### src/rtl/mem_arbiter_pkg.sv
// Shared types for the fetch/load-store memory arbiter: FSM states, burst
// size codes, grant encoding and the burst-length decode.
package mem_arb_pkg;

  typedef enum logic [1:0] {
    ST_IDLE  = 2'd0,
    ST_ISSUE = 2'd1,
    ST_XFER  = 2'd2,
    ST_ERR   = 2'd3
  } state_t;

  localparam logic [1:0] ACC_1  = 2'b00;
  localparam logic [1:0] ACC_4  = 2'b01;
  localparam logic [1:0] ACC_8  = 2'b10;
  localparam logic [1:0] ACC_16 = 2'b11;

  typedef enum logic {
    GRANT_I = 1'b0,
    GRANT_D = 1'b1
  } grant_t;

  function automatic logic [4:0] burst_len(input logic [1:0] code);
    case (code)
      ACC_1:   return 5'd1;
      ACC_4:   return 5'd4;
      ACC_8:   return 5'd8;
      default: return 5'd16;
    endcase
  endfunction

endpackage

### src/rtl/mem_arbiter_rr_arbiter2.sv
// Two-requester round-robin arbiter; the port that did not win last time
// takes a tie, and the history only moves when a grant is accepted.
module rr_arbiter2
  import mem_arb_pkg::*;
(
  input  logic clk,
  input  logic rst,
  input  logic req_fetch,
  input  logic req_data,
  input  logic enable,
  output logic grant_fetch,
  output logic grant_data
);

  grant_t last_grant;

  always_comb begin
    grant_fetch = req_fetch && (!req_data || last_grant == GRANT_D);
    grant_data  = req_data  && (!req_fetch || last_grant == GRANT_I);
  end

  always_ff @(posedge clk) begin
    if (rst) begin
      last_grant <= GRANT_D;
    end else if (enable && grant_fetch) begin
      last_grant <= GRANT_I;
    end else if (enable && grant_data) begin
      last_grant <= GRANT_D;
    end
  end

endmodule

### src/rtl/mem_arbiter.sv
// Shares main memory between the instruction-fetch and load/store ports:
// arbitration, enable/burst sequencing, beat steering and misalignment rejects.
module mem_arbiter
  import mem_arb_pkg::*;
#(
  parameter int ADDRESS_SIZE = 32,
  parameter int DATA_SIZE    = 32,
  parameter int ACCESS_SIZE  = 2
) (
  input  logic                    clk,
  input  logic                    rst,
  input  logic                    i_req,
  input  logic [ADDRESS_SIZE-1:0] i_addr,
  input  logic [ACCESS_SIZE-1:0]  i_acc_size,
  output logic                    i_ack,
  output logic                    i_done,
  output logic                    i_err,
  output logic [DATA_SIZE-1:0]    i_rdata,
  input  logic                    d_req,
  input  logic                    d_wren,
  input  logic [ADDRESS_SIZE-1:0] d_addr,
  input  logic [DATA_SIZE-1:0]    d_wdata,
  output logic                    d_ack,
  output logic                    d_err,
  output logic [DATA_SIZE-1:0]    d_rdata,
  output logic                    mem_enable,
  output logic                    mem_wren,
  output logic [ADDRESS_SIZE-1:0] mem_addr,
  output logic [ACCESS_SIZE-1:0]  mem_acc_size,
  output logic [DATA_SIZE-1:0]    mem_d_in,
  input  logic [DATA_SIZE-1:0]    mem_d_out,
  input  logic                    mem_busy
);

  state_t                  state;
  logic                    cmd_is_data;
  logic [3:0]              beat;
  logic [3:0]              next_beat;
  logic [3:0]              last_beat;
  logic                    grant_fetch;
  logic                    grant_data;
  logic [ADDRESS_SIZE-1:0] sel_addr;
  logic                    unused_busy;

  // The memory paces beats one per cycle, so its busy flag carries no extra information.
  assign unused_busy = mem_busy;
  assign sel_addr    = grant_data ? d_addr : i_addr;
  assign last_beat   = 4'(burst_len(mem_acc_size) - 5'd1);
  assign next_beat   = (state == ST_ISSUE) ? 4'd0 : beat + 4'd1;

  rr_arbiter2 u_rr (
    .clk         (clk),
    .rst         (rst),
    .req_fetch   (i_req),
    .req_data    (d_req),
    .enable      (state == ST_IDLE),
    .grant_fetch (grant_fetch),
    .grant_data  (grant_data)
  );

  // Responses are registered one edge ahead, so a beat sampled at the end of
  // ISSUE/XFER becomes visible as an ack during the following XFER cycle.
  always_ff @(posedge clk) begin
    if (rst) begin
      state        <= ST_IDLE;
      cmd_is_data  <= 1'b0;
      beat         <= 4'd0;
      mem_enable   <= 1'b0;
      mem_wren     <= 1'b0;
      mem_addr     <= '0;
      mem_acc_size <= '0;
      mem_d_in     <= '0;
      i_ack        <= 1'b0;
      i_done       <= 1'b0;
      i_err        <= 1'b0;
      i_rdata      <= '0;
      d_ack        <= 1'b0;
      d_err        <= 1'b0;
      d_rdata      <= '0;
    end else begin
      i_ack  <= 1'b0;
      i_done <= 1'b0;
      i_err  <= 1'b0;
      d_ack  <= 1'b0;
      d_err  <= 1'b0;
      case (state)
        ST_IDLE: begin
          if (grant_fetch || grant_data) begin
            cmd_is_data <= grant_data;
            if (sel_addr[1:0] != 2'b00) begin
              state <= ST_ERR;
              if (grant_data) begin
                d_ack   <= 1'b1;
                d_err   <= 1'b1;
                d_rdata <= '0;
              end else begin
                i_ack   <= 1'b1;
                i_done  <= 1'b1;
                i_err   <= 1'b1;
                i_rdata <= '0;
              end
            end else begin
              state        <= ST_ISSUE;
              mem_enable   <= 1'b1;
              mem_wren     <= grant_data & d_wren;
              mem_addr     <= sel_addr;
              mem_acc_size <= grant_data ? ACCESS_SIZE'(ACC_1) : i_acc_size;
              mem_d_in     <= (grant_data & d_wren) ? d_wdata : '0;
            end
          end
        end
        ST_ISSUE, ST_XFER: begin
          if (state == ST_XFER && beat == last_beat) begin
            state      <= ST_IDLE;
            mem_enable <= 1'b0;
            mem_wren   <= 1'b0;
          end else begin
            state <= ST_XFER;
            beat  <= next_beat;
            if (cmd_is_data) begin
              d_ack   <= 1'b1;
              d_rdata <= mem_wren ? '0 : mem_d_out;
            end else begin
              i_ack   <= 1'b1;
              i_done  <= (next_beat == last_beat);
              i_rdata <= mem_d_out;
            end
          end
        end
        ST_ERR: begin
          state <= ST_IDLE;
        end
        default: begin
          state <= ST_IDLE;
        end
      endcase
    end
  end

endmodule

### config.mk
export PLATFORM = sky130hd
export DESIGN_NAME = mem_arbiter
export DESIGN_NICKNAME = d
export VERILOG_FILES = /design/src/rtl/mem_arbiter_pkg.sv /design/src/rtl/mem_arbiter_rr_arbiter2.sv /design/src/rtl/mem_arbiter.sv
export SDC_FILE = /design/constraint.sdc
export NUM_CORES = 1
export LEC_CHECK = 0
export CAP_MARGIN = 20
export CORE_UTILIZATION = 54
export CTS_CLUSTER_SIZE = 40
export DETAILED_ROUTE_END_ITERATION = 10
export DONT_BUFFER_PORTS = 1
export PLACE_DENSITY = 0.76
export SLEW_MARGIN = 20
export SYNTH_ARGS = -nofsm -noshare
export SYNTH_HDL_FRONTEND = slang
export SYNTH_SLANG_ARGS = --single-unit
### constraint.sdc
create_clock -name clk -period 3.9 [get_ports clk]
set_input_delay 0.39 -clock clk [delete_from_list [all_inputs] [get_ports clk]]
set_output_delay 0.39 -clock clk [all_outputs]
set_load 0.02 [all_outputs]
==> results.json, run 1 <==
{
  "hold_ws_ns": 0.0623,
  "cts_resized": 0,
  "die_h_um": 109,
  "drc": 0,
  "start_util_pct": 56.4,
  "cap_violations": 0,
  "drt-total-wl_um": 15200,
  "avgSynthCellArea_um2": 8.05,
  "peakVddDrop_uv": 355,
  "ys_seq_area_share_pct": 46.6,
  "total_power_mw": 4.59,
  "min_period_over_period_pct": 75.4,
  "cts_sinks": 145,
  "min_period_ns": 2.94,
  "async_flop_share_pct": 0,
  "fin_skew_ns": 0.00734,
  "via_per_inst": 6.20,
  "die_x_um": 109,
  "cts_tree": "built",
  "netlist_instances": 773,
  "crit_path_max_incr_delay_ns": 0.54,
  "grt_use_total_pct": 24.6,
  "max-clock-path-buffers": 2,
  "r2r_slack_ns": 0.96,
  "worst_ep_arrival_time_ns": 3.27,
  "slew_headroom_pct": 48.2,
  "synth_top_area_cell": "dfxtp_1",
  "cts_hold_buf": 0,
  "num_antenna_cells": 0,
  "via_count": 5443,
  "nFillCells": 943,
  "core_area_um2": 11000,
  "crit_slowest_cell": "nand4_2",
  "yosysWarningCount": 0,
  "hold_viol": 0,
  "critPathKind": "register to register",
  "grt_pass1_wl_um": 23100,
  "cts_made_buffers": 17,
  "syn_area_um2": 6220,
  "slew_violations": 0,
  "cp_cell_sequence": "inv_1 > ha_1 > nand2b_1 > nand3_1 > nand4_2 > buf_4 > or4_1 > a21oi_1",
  "p_per_area_nw_per_um2": 676,
  "cts_root_buf": "clkbuf_16",
  "grt_pass1_vias": 5021,
  "place_area_um2": 6140,
  "final_common_cell": "dfxtp_1",
  "grt_max_degree": 144,
  "synth_cell_type_count": 44,
  "post_cts.repair.setup_buffers": 0,
  "gp_congestion": 0.818,
  "antenna_found_initial": 0,
  "synth_nets": 915,
  "hold_class": "primary input to register",
  "critPathLaunchType": "register",
  "synth_edf_count": 0,
  "final_net_count": 867,
  "setup_violations": 0,
  "firstDrtPassIters": 5,
  "rows": 38,
  "die-area_um2": 12000,
  "design_area_um2": 6790,
  "cellLeakagePower_nw": 2.27,
  "crit_path_start": "state[0]",
  "synth_flop_cell": "dfxtp_1",
  "final_cell_mix": "dfxtp_1 (145), nand2_1 (136), a21oi_1 (99)",
  "synthTopCellsByArea": "dfxtp_1 (47%), nand2_1 (8.2%), a21oi_1 (8.0%)",
  "ios": 273,
  "endpoint_kind": "register",
  "clock_latency_ns": 0.41,
  "crit_fanout": 33,
  "layout-drive-gt1-share_pct": 7.18,
  "rsz0062_at_grt": "no",
  "portBuffers": 0,
  "dpl.hpwl_um": 9920,
  "ant_nets": 0,
  "outcome": "completed",
  "fmax_ghz": 0.340,
  "grt_overflow_total": 0,
  "path_clk_slew_ns": 0.06,
  "drtIter0Drc": 398,
  "tns_ns": 0,
  "htree_levels": 4,
  "place_inst": 846,
  "worst_pin_slew_ns": 0.778,
  "area_growth_pct": 9.09,
  "synth-seq-cells": 145,
  "fin_cells": 878,
  "hold_start": "rst",
  "worstPathRequired_ns": 4.23,
  "post-synth-top-area-fraction_pct": 46.6,
  "worstReg2RegStart": "state[0]",
  "post_drt_wl_per_cell_um": 17.4
}
path summary, 6_finish.rpt:
| kind | endpoint | cells past startpoint |
|---|---|---|
| max | d_rdata[28] | 8 |
| min | mem_addr[24] | 1 |
| max reg2reg | d_rdata[28] | 8 |
| min reg2reg | mem_wren | 2 |
report_power, final:
group / leakage (nW) / internal (mW) / switching, mW
Combinational: 0.793 / 0.290 / 0.606
Clock: 0.303 / 1.13 / 0.622
Sequential: 1.18 / 1.65 / 0.302
worst max-delay path, delay by kind of cell (launching register included):
| kind | cells | cell delay (ns) |
|---|---|---|
| AND/OR/NAND/NOR | 4 | 1.27 |
| buffers and inverters | 2 | 0.55 |
| adder cells (fa/ha/maj) | 1 | 0.46 |
| AO/OA/AOI/OAI | 1 | 0.18 |
| flip-flops | 1 | 0.39 |
flip-flops by register name, summed over array words and instances, names as in the netlist:
signal	cells
mem_d_in	32
d_err	1
u_rr.last_grant	1
mem_wren	1
i_rdata	32
d_ack	1
i_err	1
cmd_is_data	1
i_ack	1
i_done	1
beat	4
state	2
d_rdata	32
mem_acc_size	2
mem_addr	32
mem_enable	1
through the flow:
step	util (%)	worst slack, ns
6_report	61.6	0.959
5_1_grt	61.6	0.724
4_1_cts	61.5	0.957
3_5_place_dp	55.7	0.981
3_3_place_gp	55.4	1.04
2_1_floorplan	-	1.85
cell type report:
class | count | area (µm²) | share of cell area [%]
multi-input combinational | 543 | 2930 | 43.1
sequential | 145 | 2900 | 42.7
inverter | 6 | 22.5 | 0.332
timing repair buffer | 12 | 114 | 1.68
clock buffer | 21 | 470 | 6.93
tap | 140 | 175 | 2.58
clock inverter | 11 | 176 | 2.60
cell usage after synthesis (2+ instances only):
cell type / number
a21boi_0: 3
a21oi_1: 99
a22oi_1: 2
a311oi_1: 30
a31oi_1: 3
and2_1: 2
and3_1: 2
buf_1: 2
buf_2: 16
buf_4: 5
buf_6: 5
clkbuf_1: 51
dfxtp_1: 145
ha_1: 6
inv_1: 6
mux2_2: 2
mux2i_1: 5
nand2_1: 136
nand3_1: 39
nand4_1: 2
nor2_1: 49
nor2b_1: 6
o21ai_0: 68
o21ai_1: 2
o32ai_1: 2
or3_1: 34
or4_1: 33
xnor2_1: 2
routing by layer:
layer	vias up	routed length, µm	GRT usage, %
li1	2637	-	-
met1	2557	6080	26.1
met2	216	7510	42.9
met3	33	1290	8.89
met4	0	368	12.2
met5	-	0	0
cells by family after synthesis:
| group | share of synthesized area (%) |
|---|---|
| AO/OA/AOI/OAI | 20.7 |
| XOR/XNOR | 0.281 |
| adder cells (fa/ha/maj) | 1.21 |
| buffers and inverters | 6.35 |
| flip-flops | 46.6 |
| multiplexers | 1.17 |
| AND/OR/NAND/NOR | 23.7 |
(Power assumes the default switching activity.)
==> run 2: changes to the inputs <==
clock period = 2.8 ns   (was 3.9 ns; I/O delays follow)
==> results.json, run 2 (synthesis gave the netlist of run 1 again) <==
{
  "dpl.hpwl_um": 9950,
  "grt_use_total_pct": 25.0,
  "portBuffers": 0,
  "hold_ws_ns": 0.0233,
  "combPwrFrac_pct": 21.1,
  "min_period_over_period_pct": 84.0,
  "cts_resized": 0,
  "dr_wl_met3_um": 1350,
  "ant_nets": 0,
  "tns_ns": 0,
  "cap_violations": 0,
  "fin_skew_ns": 0.00996,
  "pwr-share-seq_pct": 43.1,
  "p_int_mw": 4.14,
  "min_period_ns": 2.35,
  "place_area_um2": 6170,
  "die_h_um": 109,
  "final_net_count": 870,
  "m1WireLength_um": 5930,
  "outcome": "completed",
  "hold_viol": 0,
  "htree_levels": 4,
  "grt_overflow_total": 0,
  "reg2reg_to": "d_rdata[6]",
  "p_per_area_nw_per_um2": 929,
  "start_util_pct": 56.4,
  "p_clk_share_pct": 35.8,
  "path_buf_inv": 2,
  "grt_pass1_vias": 5061,
  "antenna_found_initial": 0,
  "cp_cell_sequence": "inv_1 > ha_1 > nor2b_1 > a21oi_2 > nand4_2 > buf_4 > or4_1 > a21oi_1",
  "peakVddDrop_uv": 457,
  "slew_violations": 0,
  "drc": 0,
  "final_cell_mix": "dfxtp_1 (144), nand2_1 (136), a21oi_1 (99)",
  "die_x_um": 109,
  "design_area_um2": 6800,
  "grt_max_degree": 138,
  "cts_made_buffers": 17,
  "via_count": 5474,
  "pre_cts_slack_ns": 0.498,
  "area_growth_pct": 9.17,
  "fmax_ghz": 0.425,
  "path_clk_slew_ns": 0.06,
  "worstReg2RegStart": "state[0]",
  "gp_congestion": 0.837,
  "slew_headroom_pct": 56.9,
  "highest_layer": "met4",
  "drtIter0Drc": 438,
  "cts_root_buf": "clkbuf_16",
  "r2r_slack_ns": 0.45,
  "ios": 273,
  "core_area_um2": 11000,
  "crit_slowest_cell": "or4_1",
  "switching_share_pct": 34.3,
  "cellLeakagePower_nw": 2.28,
  "max-clock-path-buffers": 2,
  "r2r_cells": 8,
  "hold_class": "primary input to register",
  "hold_start": "d_wdata[11]",
  "hold_depth": 2,
  "path_delay_family": "simple AND/OR/NAND/NOR gates",
  "clock_latency_ns": 0.41,
  "critPathKind": "register to register",
  "num_antenna_cells": 0,
  "p_sw_mw": 2.17,
  "worst_pin_slew_ns": 0.647,
  "die-area_um2": 12000,
  "critPathLaunchType": "register",
  "holdPathEnd": "mem_d_in[11]",
  "crit_fanout": 64,
  "crit_path_start": "state[0]",
  "met2_length_um": 7850,
  "post_drt_wl_per_cell_um": 17.6,
  "crit_path_max_incr_delay_ns": 0.52,
  "rows": 38,
  "worst_ep_arrival_time_ns": 2.67,
  "setup_violations": 0,
  "cts_tree": "built",
  "cts_sinks": 145,
  "worstPathRequired_ns": 3.12,
  "layout-drive-gt1-share_pct": 7.29,
  "grt_pass1_wl_um": 23500,
  "utilization_pct": 61.6,
  "setup_slack_ns": 0.447,
  "drt-total-wl_um": 15500,
  "rsz0062_at_grt": "no",
  "endpoint_kind": "register",
  "firstDrtPassIters": 5,
  "via_per_inst": 6.21,
  "final_common_cell": "dfxtp_1"
}
## run 2: changes by cell type in the layout (fill, tap and decap cells not counted), sizes merged
cell | before | now
clkinv | 1 | 5
buf | 12 | 15
clkinvlp | 4 | 2
bufinv | 4 | 3
clkbuf | 21 | 20
## run 2: timing repair
item / 4_1_cts / 5_1_grt
endpoints found under the hold margin: 137 / 0
setup buffers: 0 / 0
hold buffers: 1 / 0
## run 2: worst max-delay path by stage
stage	end	cells after the start	slack, ns
3_5_place_dp	d_rdata[8]	8	0.50
2_1_floorplan	i_rdata[17]	8	0.75
6_report	d_rdata[6]	8	0.45
4_1_cts	d_rdata[16]	8	0.47
3_3_place_gp	d_rdata[10]	8	0.59
5_1_grt	d_rdata[6]	8	0.31
## run 2: layout make-up
class	count	area (µm²)
clock buffers	20	437
fillers	954	4240
inverters	6	22.5
flip-flops and latches	145	2900
multi-input cells	543	2930
well taps	140	175
repair buffers	15	170
clock inverters	12	159
## run 2: routing by layer
layer / global-route usage (%) / up-vias
met3: 8.18 / 30
li1: - / 2643
met5: 0 / -
met2: 43.2 / 238
met1: 27.7 / 2563
met4: 12.2 / 0
## run 2: stage by stage
stage               power [mW]  cells
detailed placement        4.05    848
global placement          3.98    848
finish                    6.31    881
global route              6.64    881
CTS                       6.35    881
floorplan                 3.76    773
## run 2: power groups by stage
| stage | registers (mW) | clock network (mW) | logic (mW) |
|---|---|---|---|
| 6_report | 2.72 | 2.26 | 1.33 |
| 5_1_grt | 2.75 | 2.40 | 1.49 |
| 4_1_cts | 2.72 | 2.31 | 1.32 |
| 3_5_place_dp | 2.77 | 0 | 1.28 |
| 3_3_place_gp | 2.76 | 0 | 1.22 |
| 2_1_floorplan | 2.70 | 0 | 1.06 |
==> run 3: changes to the inputs <==
clock period = 2.2 ns   (was 2.8 ns; I/O delays follow)
==> results.json, run 3 (synthesis gave the netlist of run 1 again) <==
{
  "p_clk_share_pct": 36.5,
  "gp_congestion": 0.845,
  "pwr-share-seq_pct": 40.8,
  "ios": 273,
  "ant_nets": 0,
  "grt_overflow_total": 0,
  "critPathKind": "register to register",
  "drt-total-wl_um": 15700,
  "cts_tree": "built",
  "cap_violations": 0,
  "area_growth_pct": 13.4,
  "cts_made_buffers": 17,
  "setup_violations": 0,
  "min_period_over_period_pct": 93.4,
  "place_area_um2": 6340,
  "drtIter0Drc": 439,
  "crit_path_max_incr_delay_ns": 0.49,
  "combPwrFrac_pct": 22.7,
  "worstPathRequired_ns": 2.53,
  "firstDrtPassIters": 5,
  "grt_pass1_vias": 5073,
  "rsz0062_at_grt": "no",
  "rows": 38,
  "fin_skew_ns": 0.00681,
  "die-area_um2": 12000,
  "cp_cell_sequence": "inv_1 > ha_4 > nand2b_1 > nand3_1 > nand4_2 > buf_12 > or4_1 > a21oi_1",
  "peakVddDrop_uv": 748,
  "core_area_um2": 11000,
  "hold_class": "primary input to register",
  "via_per_inst": 6.13,
  "final_net_count": 891,
  "clock_latency_ns": 0.41,
  "slew_headroom_pct": 57.1,
  "crit_fanout": 64,
  "grt_pass1_wl_um": 23800,
  "grt_max_degree": 144,
  "layout-drive-gt1-share_pct": 9.58,
  "switching_share_pct": 32.8,
  "post_drt_wl_per_cell_um": 17.4,
  "drc": 0,
  "portBuffers": 0,
  "path_clk_slew_ns": 0.06,
  "critPathLaunchType": "register",
  "cts_root_buf": "clkbuf_16",
  "hold_viol": 130,
  "endpoint_kind": "register",
  "via_count": 5525,
  "num_antenna_cells": 0,
  "final_common_cell": "dfxtp_1",
  "fmax_ghz": 0.487,
  "die_h_um": 109,
  "worst_pin_slew_ns": 0.644,
  "start_util_pct": 56.4,
  "outcome": "finished, violations left",
  "antenna_found_initial": 0,
  "p_per_area_nw_per_um2": 1200,
  "final_cell_mix": "dfxtp_1 (144), nand2_1 (136), a21oi_1 (99)",
  "slew_violations": 0,
  "crit_slowest_cell": "or4_1",
  "min_period_ns": 2.06,
  "violations": "negative hold slack",
  "tns_ns": 0,
  "utilization_pct": 64.0,
  "htree_levels": 4,
  "p_sw_mw": 2.77,
  "nFillCells": 912,
  "cellLeakagePower_nw": 2.43,
  "worst_ep_arrival_time_ns": 2.39,
  "grt_use_total_pct": 25.3,
  "cts_sinks": 145,
  "max-clock-path-buffers": 2,
  "cts_hold_buf": 6,
  "design_area_um2": 7060,
  "hold_ws_ns": -0.112,
  "die_x_um": 109,
  "dpl.hpwl_um": 10400,
  "p_int_mw": 5.68
}
[run 3: cell count changes in the layout (fill, tap and decap cells not counted), sizes merged]
cell / previous run / this run
buf: 15 / 30
bufinv: 3 / 4
dlygate4sd3: 0 / 6
inv: 8 / 7
[run 3: power groups by stage]
stage	clock [mW]	sequential, mW	combinational [mW]
finish	3.09	3.45	1.92
floorplan	0	3.43	1.35
detailed placement	0	3.51	1.86
CTS	3.14	3.45	1.89
global route	3.25	3.48	2.14
global placement	0	3.50	1.77
[run 3: critical path, delay by kind of cell, from the launching register on]
| kind | cells | cell delay [ns] |
|---|---|---|
| buffers and inverters | 2 | 0.29 |
| AO/OA/AOI/OAI | 1 | 0.17 |
| adder cells (fa/ha/maj) | 1 | 0.31 |
| AND/OR/NAND/NOR | 4 | 0.87 |
| flip-flops | 1 | 0.32 |
[run 3: final timing paths]
check	slack (ns)	startpoint	depth (start not counted)	end
max reg2reg	0.14	state[0]	8	d_rdata[5]
min reg2reg	0.53	cmd_is_data	2	d_ack
min	-0.11	rst	1	mem_addr[30]
max	0.14	state[0]	8	d_rdata[5]
[run 3: what timing repair did]
item,CTS,global route
endpoints found under the setup margin,0,20
buffers inserted,0,0
hold endpoints to repair,139,133
resized for setup,0,2
[run 3: per-stage QoR]
stage	worst slack, ns	instances	power [mW]
global route	0.0280	902	8.88
global placement	0.121	864	5.27
floorplan	0.154	773	4.78
detailed placement	0.0486	864	5.36
finish	0.145	902	8.46
CTS	0.0386	902	8.48
[run 3: layout make-up]
cell class / instances / area [µm²] / share of cell area, %
multi-input cells: 543 / 2940 / 41.6
flip-flops and latches: 145 / 2900 / 41.1
clock buffers: 20 / 467 / 6.61
repair buffers: 36 / 373 / 5.28
clock inverters: 12 / 180 / 2.55
well taps: 140 / 175 / 2.48
inverters: 6 / 22.5 / 0.319
[run 3: routing by layer]
metal | global-route usage, % | up-vias | routed length, µm | share of wire (%)
li1 | - | 2682 | - | -
met1 | 28.0 | 2581 | 6130 | 39
met2 | 44.0 | 232 | 7780 | 50
met3 | 8.42 | 30 | 1370 | 8.7
met4 | 11.5 | 0 | 397 | 2.5
met5 | 0 | - | 0 | 0
